--- src/rtl/rib_uart_slave.sv ---
`default_nettype none
// ============================================================================
// rib_uart_slave : RIB memory-mapped 8N1 UART with rx interrupt
// Revision 1.0
// ============================================================================
module rib_uart_slave #(
   parameter logic [15:0] BAUD_DIV_RST = 16'd434,
   parameter logic [15:0] BAUD_DIV_MIN = 16'd4
) (
   input  logic        clk,
   input  logic        rst,
   input  logic        we_i,
   input  logic [31:0] addr_i,
   input  logic [31:0] data_i,
   output logic [31:0] data_o,
   output logic        tx_pin,
   input  logic        rx_pin,
   output logic        int_o
);

   localparam logic [1:0] ST_IDLE  = 2'd0;
   localparam logic [1:0] ST_START = 2'd1;
   localparam logic [1:0] ST_DATA  = 2'd2;
   localparam logic [1:0] ST_STOP  = 2'd3;

   localparam logic [7:0] C_A_CTRL   = 8'h00;
   localparam logic [7:0] C_A_STATUS = 8'h04;
   localparam logic [7:0] C_A_BAUD   = 8'h08;
   localparam logic [7:0] C_A_TXDATA = 8'h0C;
   localparam logic [7:0] C_A_RXDATA = 8'h10;

   logic [2:0]  ctrl_q, ctrl_d;
   logic [15:0] baud_q, baud_d;
   logic [7:0]  rxdata_q, rxdata_d;
   logic        rx_valid_q, rx_valid_d;
   logic        rx_overrun_q, rx_overrun_d;
   logic        frame_err_q, frame_err_d;
   logic        int_q, int_d;

   logic [1:0]  tx_state_q, tx_state_d;
   logic [15:0] tx_cnt_q, tx_cnt_d;
   logic [15:0] tx_baud_q, tx_baud_d;
   logic [7:0]  tx_shift_q, tx_shift_d;
   logic [2:0]  tx_bit_q, tx_bit_d;
   logic        tx_pin_q, tx_pin_d;

   logic [1:0]  rx_sync_q;
   logic        rx_prev_q;
   logic [1:0]  rx_state_q, rx_state_d;
   logic [15:0] rx_cnt_q, rx_cnt_d;
   logic [15:0] rx_baud_q, rx_baud_d;
   logic [7:0]  rx_shift_q, rx_shift_d;
   logic [2:0]  rx_bit_q, rx_bit_d;

   logic w_wr_ctrl, w_wr_status, w_wr_baud, w_wr_txdata;
   logic w_tx_busy, w_tx_bit_end, w_tx_accept;
   logic w_rx_s, w_rx_fall, w_rx_bit_end, w_rx_half_end;
   logic w_rx_ok, w_rx_err;
   logic w_unused;

   assign w_unused    = ^{addr_i[31:8], data_i[31:16]};

   assign w_wr_ctrl   = we_i && (addr_i[7:0] == C_A_CTRL);
   assign w_wr_status = we_i && (addr_i[7:0] == C_A_STATUS);
   assign w_wr_baud   = we_i && (addr_i[7:0] == C_A_BAUD);
   assign w_wr_txdata = we_i && (addr_i[7:0] == C_A_TXDATA);

   // ------------------------------------------------------------------ TX
   assign w_tx_busy    = (tx_state_q != ST_IDLE);
   assign w_tx_bit_end = (tx_cnt_q == tx_baud_q - 16'd1);
   // The edge that ends the stop bit is also free to accept the next byte.
   assign w_tx_accept  = w_wr_txdata && ctrl_q[0] &&
                         (!w_tx_busy || ((tx_state_q == ST_STOP) && w_tx_bit_end));

   always_comb begin
      tx_state_d = tx_state_q;
      tx_cnt_d   = tx_cnt_q;
      tx_baud_d  = tx_baud_q;
      tx_shift_d = tx_shift_q;
      tx_bit_d   = tx_bit_q;
      tx_pin_d   = tx_pin_q;
      if (w_tx_accept) begin
         tx_state_d = ST_START;
         tx_cnt_d   = 16'd0;
         tx_baud_d  = baud_q;
         tx_shift_d = data_i[7:0];
         tx_pin_d   = 1'b0;
      end else begin
         case (tx_state_q)
            ST_START: begin
               if (w_tx_bit_end) begin
                  tx_state_d = ST_DATA;
                  tx_cnt_d   = 16'd0;
                  tx_bit_d   = 3'd0;
                  tx_pin_d   = tx_shift_q[0];
               end else begin
                  tx_cnt_d = tx_cnt_q + 16'd1;
               end
            end
            ST_DATA: begin
               if (w_tx_bit_end) begin
                  tx_cnt_d = 16'd0;
                  if (tx_bit_q == 3'd7) begin
                     tx_state_d = ST_STOP;
                     tx_pin_d   = 1'b1;
                  end else begin
                     tx_bit_d   = tx_bit_q + 3'd1;
                     tx_shift_d = {1'b0, tx_shift_q[7:1]};
                     tx_pin_d   = tx_shift_q[1];
                  end
               end else begin
                  tx_cnt_d = tx_cnt_q + 16'd1;
               end
            end
            ST_STOP: begin
               if (w_tx_bit_end) begin
                  tx_state_d = ST_IDLE;
                  tx_cnt_d   = 16'd0;
               end else begin
                  tx_cnt_d = tx_cnt_q + 16'd1;
               end
            end
            default: tx_pin_d = 1'b1;
         endcase
      end
   end

   // ------------------------------------------------------------------ RX
   assign w_rx_s        = rx_sync_q[1];
   assign w_rx_fall     = rx_prev_q & ~w_rx_s;
   assign w_rx_bit_end  = (rx_cnt_q == rx_baud_q - 16'd1);
   assign w_rx_half_end = (rx_cnt_q == (rx_baud_q >> 1) - 16'd1);

   always_comb begin
      rx_state_d = rx_state_q;
      rx_cnt_d   = rx_cnt_q;
      rx_baud_d  = rx_baud_q;
      rx_shift_d = rx_shift_q;
      rx_bit_d   = rx_bit_q;
      w_rx_ok    = 1'b0;
      w_rx_err   = 1'b0;
      if (!ctrl_q[1]) begin
         rx_state_d = ST_IDLE;
         rx_cnt_d   = 16'd0;
      end else begin
         case (rx_state_q)
            ST_IDLE: begin
               if (w_rx_fall) begin
                  rx_state_d = ST_START;
                  rx_cnt_d   = 16'd0;
                  rx_baud_d  = baud_q;
               end
            end
            ST_START: begin
               if (w_rx_half_end) begin
                  rx_cnt_d   = 16'd0;
                  rx_bit_d   = 3'd0;
                  rx_state_d = w_rx_s ? ST_IDLE : ST_DATA;
               end else begin
                  rx_cnt_d = rx_cnt_q + 16'd1;
               end
            end
            ST_DATA: begin
               if (w_rx_bit_end) begin
                  rx_cnt_d   = 16'd0;
                  rx_shift_d = {w_rx_s, rx_shift_q[7:1]};
                  if (rx_bit_q == 3'd7) rx_state_d = ST_STOP;
                  else                  rx_bit_d   = rx_bit_q + 3'd1;
               end else begin
                  rx_cnt_d = rx_cnt_q + 16'd1;
               end
            end
            default: begin
               if (w_rx_bit_end) begin
                  rx_state_d = ST_IDLE;
                  rx_cnt_d   = 16'd0;
                  w_rx_ok    = w_rx_s;
                  w_rx_err   = ~w_rx_s;
               end else begin
                  rx_cnt_d = rx_cnt_q + 16'd1;
               end
            end
         endcase
      end
   end

   // ------------------------------------------------------- registers
   // Set terms are OR'd after the W1C mask so a same-edge set wins.
   always_comb begin
      ctrl_d       = w_wr_ctrl ? data_i[2:0] : ctrl_q;
      baud_d       = (w_wr_baud && (data_i[15:0] >= BAUD_DIV_MIN)) ? data_i[15:0] : baud_q;
      rxdata_d     = w_rx_ok ? rx_shift_q : rxdata_q;
      rx_valid_d   = (rx_valid_q   & ~(w_wr_status & data_i[1])) | w_rx_ok;
      rx_overrun_d = (rx_overrun_q & ~(w_wr_status & data_i[2])) | (w_rx_ok & rx_valid_q);
      frame_err_d  = (frame_err_q  & ~(w_wr_status & data_i[3])) | w_rx_err;
      int_d        = rx_valid_q & ctrl_q[2];
   end

   always_ff @(posedge clk or negedge rst) begin
      if (!rst) begin
         ctrl_q       <= 3'd0;
         baud_q       <= BAUD_DIV_RST;
         rxdata_q     <= 8'd0;
         rx_valid_q   <= 1'b0;
         rx_overrun_q <= 1'b0;
         frame_err_q  <= 1'b0;
         int_q        <= 1'b0;
         tx_state_q   <= ST_IDLE;
         tx_cnt_q     <= 16'd0;
         tx_baud_q    <= BAUD_DIV_RST;
         tx_shift_q   <= 8'd0;
         tx_bit_q     <= 3'd0;
         tx_pin_q     <= 1'b1;
         rx_sync_q    <= 2'b11;
         rx_prev_q    <= 1'b1;
         rx_state_q   <= ST_IDLE;
         rx_cnt_q     <= 16'd0;
         rx_baud_q    <= BAUD_DIV_RST;
         rx_shift_q   <= 8'd0;
         rx_bit_q     <= 3'd0;
      end else begin
         ctrl_q       <= ctrl_d;
         baud_q       <= baud_d;
         rxdata_q     <= rxdata_d;
         rx_valid_q   <= rx_valid_d;
         rx_overrun_q <= rx_overrun_d;
         frame_err_q  <= frame_err_d;
         int_q        <= int_d;
         tx_state_q   <= tx_state_d;
         tx_cnt_q     <= tx_cnt_d;
         tx_baud_q    <= tx_baud_d;
         tx_shift_q   <= tx_shift_d;
         tx_bit_q     <= tx_bit_d;
         tx_pin_q     <= tx_pin_d;
         rx_sync_q    <= {rx_sync_q[0], rx_pin};
         rx_prev_q    <= w_rx_s;
         rx_state_q   <= rx_state_d;
         rx_cnt_q     <= rx_cnt_d;
         rx_baud_q    <= rx_baud_d;
         rx_shift_q   <= rx_shift_d;
         rx_bit_q     <= rx_bit_d;
      end
   end

   always_comb begin
      data_o = 32'd0;
      case (addr_i[7:0])
         C_A_CTRL:   data_o = {29'd0, ctrl_q};
         C_A_STATUS: data_o = {28'd0, frame_err_q, rx_overrun_q, rx_valid_q, w_tx_busy};
         C_A_BAUD:   data_o = {16'd0, baud_q};
         C_A_RXDATA: data_o = {24'd0, rxdata_q};
         default:    data_o = 32'd0;
      endcase
   end

   assign tx_pin = tx_pin_q;
   assign int_o  = int_q;

endmodule
`default_nettype wire

--- config.mk ---
export PLATFORM = sky130hd
export DESIGN_NAME = rib_uart_slave
export DESIGN_NICKNAME = d
export VERILOG_FILES = /design/src/rtl/rib_uart_slave.sv
export SDC_FILE = /design/constraint.sdc
export NUM_CORES = 1
export LEC_CHECK = 0
export BUFFER_PORTS_ARGS = -buffer_cell sky130_fd_sc_hd__buf_2
export CORE_ASPECT_RATIO = 0.75
export CORE_UTILIZATION = 58
export CTS_BUF_LIST = sky130_fd_sc_hd__clkbuf_16
export DETAILED_ROUTE_END_ITERATION = 8
export PLACE_DENSITY = 0.8
export SYNTH_ARGS = -nofsm -noshare
export SYNTH_HDL_FRONTEND = slang
export SYNTH_SLANG_ARGS = --single-unit
--- constraint.sdc ---
create_clock -name clk -period 4.4 [get_ports clk]
set_input_delay 0.88 -clock clk [delete_from_list [all_inputs] [get_ports clk]]
set_output_delay 0.88 -clock clk [all_outputs]
set_load 0.05 [all_outputs]
==> results.rst <==
.. list-table::
   :header-rows: 1

   * - Metric
     - Value
   * - Start point of the worst hold path
     - rx_sync_q[0]
   * - Final slew viol count
     - 0
   * - Area of the die
     - approximately 13,000 um2
   * - Resized cells post-CTS
     - 0
   * - Worst Hold Margin
     - approximately 360 ps
   * - Number of DRC violations after detailed-routing iteration 0
     - about 510
   * - Reg2reg start
     - rx_baud_q[2]
   * - Final non-filler cell total
     - about 1,000
   * - Setup TNS
     - 0 ps
   * - Global-route wire length before repair
     - between 30,000 and 40,000 um
   * - Post-Place Worst Slack
     - roughly 420 ps
   * - H-Tree Level Count
     - 4
   * - Library cell with the highest instance count after synthesis
     - sky130_fd_sc_hd__dfrtp_1
   * - Area delta synth->final
     - 11.79%
   * - Filler cells
     - just over 900
   * - Final HPWL DP
     - roughly 13,000 um
   * - Category of the worst setup path capture point
     - flop
   * - Most area-hungry cell type in the Yosys netlist
     - sky130_fd_sc_hd__dfrtp_1
   * - Total of endpoints with negative setup slack in the final report
     - 0
   * - Critical Path RT
     - between 4000 and 5000 ps
   * - Number of register bits inferred by synthesis
     - around 130
   * - CTS Root Buffer Type
     - sky130_fd_sc_hd__clkbuf_16
   * - Die boundary width
     - roughly 130 um
   * - Row cnt
     - 35
   * - CORE AREA
     - roughly 12,000 um2
   * - Crit path setup slack, layout
     - roughly 400 ps
   * - Ranking of synthesized cells by area
     - sky130_fd_sc_hd__dfrtp_1 35%, sky130_fd_sc_hd__mux2_2 9.2%, sky130_fd_sc_hd__dfstp_2 6.7%
   * - Multi-input gate area
     - about 4000 um2
   * - Die span in y
     - 100.4 um
   * - TritonCTS buffer count
     - 17
   * - End of the worst register-to-register path
     - rx_shift_q[0]
   * - Max IR drop VDD
     - roughly 0.27 mV
   * - Cts hold-fix bufs
     - 0
   * - Overflow left after global routing
     - 0
   * - Number of distinct standard cells referenced by the synthesized netlist
     - 69
   * - Quantity of I/O buffers inserted on ports
     - 45
   * - Hold Path Sink
     - rx_sync_q[1]
   * - F_max
     - 250.3 MHz
   * - Initial antenna violation count
     - 0
   * - Number of enable flip-flop cells after synthesis
     - 0
   * - DP Cell Count
     - 940
   * - Setup fix buffers added after clock tree synthesis
     - 0
   * - CP arrival
     - 4300 ps
   * - Met2 Resource Use GR
     - 45.23%
   * - Total global-route track usage
     - between 20 and 30%
   * - Instance count along the most critical hold path
     - 0
   * - Gp weighted congestion
     - 0.8584
   * - Cell area power density
     - 329.0 nW/um2
   * - Ports
     - 102
   * - Residual DRC
     - 0
   * - Tot Pwr
     - between 2 and 3 mW
   * - Min-Delay Path Class
     - flop to flop
   * - Layout net count
     - just under 900
   * - Setup repair after global routing missed its margin
     - false
   * - Total routed wirelength
     - between 15,000 and 20,000 um
   * - Setup slack of the most critical reg-to-reg path
     - approximately 400 ps
   * - Via total after detailed routing
     - a little over 6k
   * - Wire length per cell
     - slightly below 20 um
   * - Yosys warnings
     - 0
   * - Final antenna-violating net count
     - 0
   * - Sequential-to-total area share from yosys stat
     - between 40 and 50%
   * - Pin count of the biggest net entering global routing
     - 90
   * - Grt met3 use
     - 6.566%
   * - Final count of hold timing violations
     - 0
   * - Clock Latency Late Sink
     - 430 ps
   * - Mapped Area
     - around 7500 um2
   * - Rel. slew slack
     - between 20% and 30%
   * - Instance area after placement
     - between 7000 and 8000 um2
   * - Antenna diode count
     - 0
   * - Max capacitance violation total
     - 0
   * - Startpoint type of the worst setup path
     - flop
   * - Peak fanout along the critical path
     - 9
   * - Crit path time final
     - about 4000 ps
   * - Detailed-route vias per instance
     - between 6 and 7
   * - Commonest register cell after synthesis
     - sky130_fd_sc_hd__dfrtp_1
   * - Share of synthesized flip-flops with an asynchronous set or reset
     - 100.0%
   * - Total number of clock tree sinks
     - 125
   * - Clock tree skew after final layout
     - around 7.7 ps
   * - Met1 track utilization from global routing
     - about 41%
   * - Initial core utilization
     - 60.26%
   * - Critical Setup Path Class
     - flop to flop
   * - Post-route cell area
     - around 8400 um2
   * - Total area of sequential cells
     - about 3200 um2
   * - Most heavily used metal layer in global routing
     - met2
   * - Average size of a mapped cell
     - between 9 and 10 um2
   * - Ranking of synthesized cells by instance count
     - 106 x sky130_fd_sc_hd__dfrtp_1, 61 x sky130_fd_sc_hd__mux2_2, 56 x sky130_fd_sc_hd__nand2_1
   * - Clock slew seen by the registers of the worst setup and hold paths
     - roughly 60 ps
   * - Logic depth of the worst register-to-register path
     - 10
   * - Number of standard cells after synthesis
     - 757
   * - Worst Max-Slew Pin Slew
     - 1127 ps
   * - Leakage power
     - slightly below 4 nW
   * - CTS tree
     - yes
   * - Period utilization
     - between 90% and 100%
   * - Vias in the first global route
     - around 6k
   * - Share of cells above drive strength 1
     - 23.45%
   * - Number of detailed-route iterations in the first pass
     - 5
   * - CTS max path bufs
     - 2
   * - Result of the run
     - finished clean
   * - Top cell type's share of synthesized area
     - between 30 and 40%
   * - Utilization after layout
     - 67.36%
logic make-up after synthesis:
logic type | share of synthesized area [%]
AO/OA/AOI/OAI | 10.63
XOR/XNOR | 7.596
adder cells (fa/ha/maj) | 2.504
buffers and inverters | 4.942
flip-flops | 42.05
multiplexers | 12.37
other | 0.05004
AND/OR/NAND/NOR | 19.85
how the worst max path moves through the flow:
stage,startpoint,endpoint,slack [ps],depth (start not counted)
2_1_floorplan,rx_baud_q[2],rx_shift_q[0],640,12
3_3_place_gp,rx_baud_q[2],rx_shift_q[6],460,10
3_5_place_dp,rx_baud_q[2],rx_shift_q[3],420,10
4_1_cts,rx_baud_q[2],rx_shift_q[0],410,10
5_1_grt,rx_baud_q[2],rx_shift_q[0],210,10
6_report,rx_baud_q[2],rx_shift_q[0],400,10
sequential cells by signal, summed over array words and instances (netlist names), 2 cells and up:
register    flops
rx_sync_q       2
rx_cnt_q       16
ctrl_q          3
rxdata_q        8
tx_baud_q      16
tx_bit_q        3
rx_shift_q      8
baud_q         16
rx_bit_q        3
tx_cnt_q       16
rx_state_q      2
tx_shift_q      8
tx_state_q      2
rx_baud_q      16
critical path, cell delays in order, from the launching register on:
cell                        delay (ps)
sky130_fd_sc_hd__dfrtp_1           460
sky130_fd_sc_hd__inv_1             110
sky130_fd_sc_hd__ha_1              280
sky130_fd_sc_hd__or4b_4            540
sky130_fd_sc_hd__or4_4             530
sky130_fd_sc_hd__a2111oi_2         350
sky130_fd_sc_hd__nand4_1           180
sky130_fd_sc_hd__nor4b_4           390
sky130_fd_sc_hd__inv_2              80
sky130_fd_sc_hd__or3_1             570
sky130_fd_sc_hd__mux2_4            370
per-layer routing:
metal	share of wire, %	wire length (um)
met4	1.7	317
met3	7.1	1334
met1	45	8464
met5	0	0
met2	46	8551
layout by cell type, fill, tap and decap left out, types with 15 or more instances in the layout:
cell type,instances
sky130_fd_sc_hd__dfrtp_1,106
sky130_fd_sc_hd__mux2_2,61
sky130_fd_sc_hd__nand2_1,56
sky130_fd_sc_hd__buf_2,44
sky130_fd_sc_hd__nor2_1,41
sky130_fd_sc_hd__xnor2_1,36
sky130_fd_sc_hd__o21ai_0,34
sky130_fd_sc_hd__xor2_1,29
sky130_fd_sc_hd__nand3_1,26
sky130_fd_sc_hd__inv_1,24
sky130_fd_sc_hd__a21oi_1,24
sky130_fd_sc_hd__nor3_1,20
sky130_fd_sc_hd__dfstp_2,19
sky130_fd_sc_hd__and3_1,18
sky130_fd_sc_hd__nor4_1,17
sky130_fd_sc_hd__clkbuf_16,17
sky130_fd_sc_hd__conb_1,16
sky130_fd_sc_hd__ha_1,15
area by class of cell:
cell class	count	area share [%]
Tap cell	166	2.479
Clock inverter	15	1.777
Inverter	24	1.075
Timing Repair Buffer	56	3.704
Sequential cell	125	37.62
Multi-Input combinational cell	569	48.27
Clock buffer	17	5.078
power by group:
part | total [mW] | leakage (nW) | internal [mW] | switching (mW)
logic | 0.182 | 2.09 | 0.0619 | 0.120
clock network | 1.38 | 0.270 | 0.829 | 0.552
registers | 1.19 | 1.58 | 1.17 | 0.0238
total | 2.76 | 3.94 | 2.06 | 0.696
No activity file was read; power rests on OpenSTA's default activity.
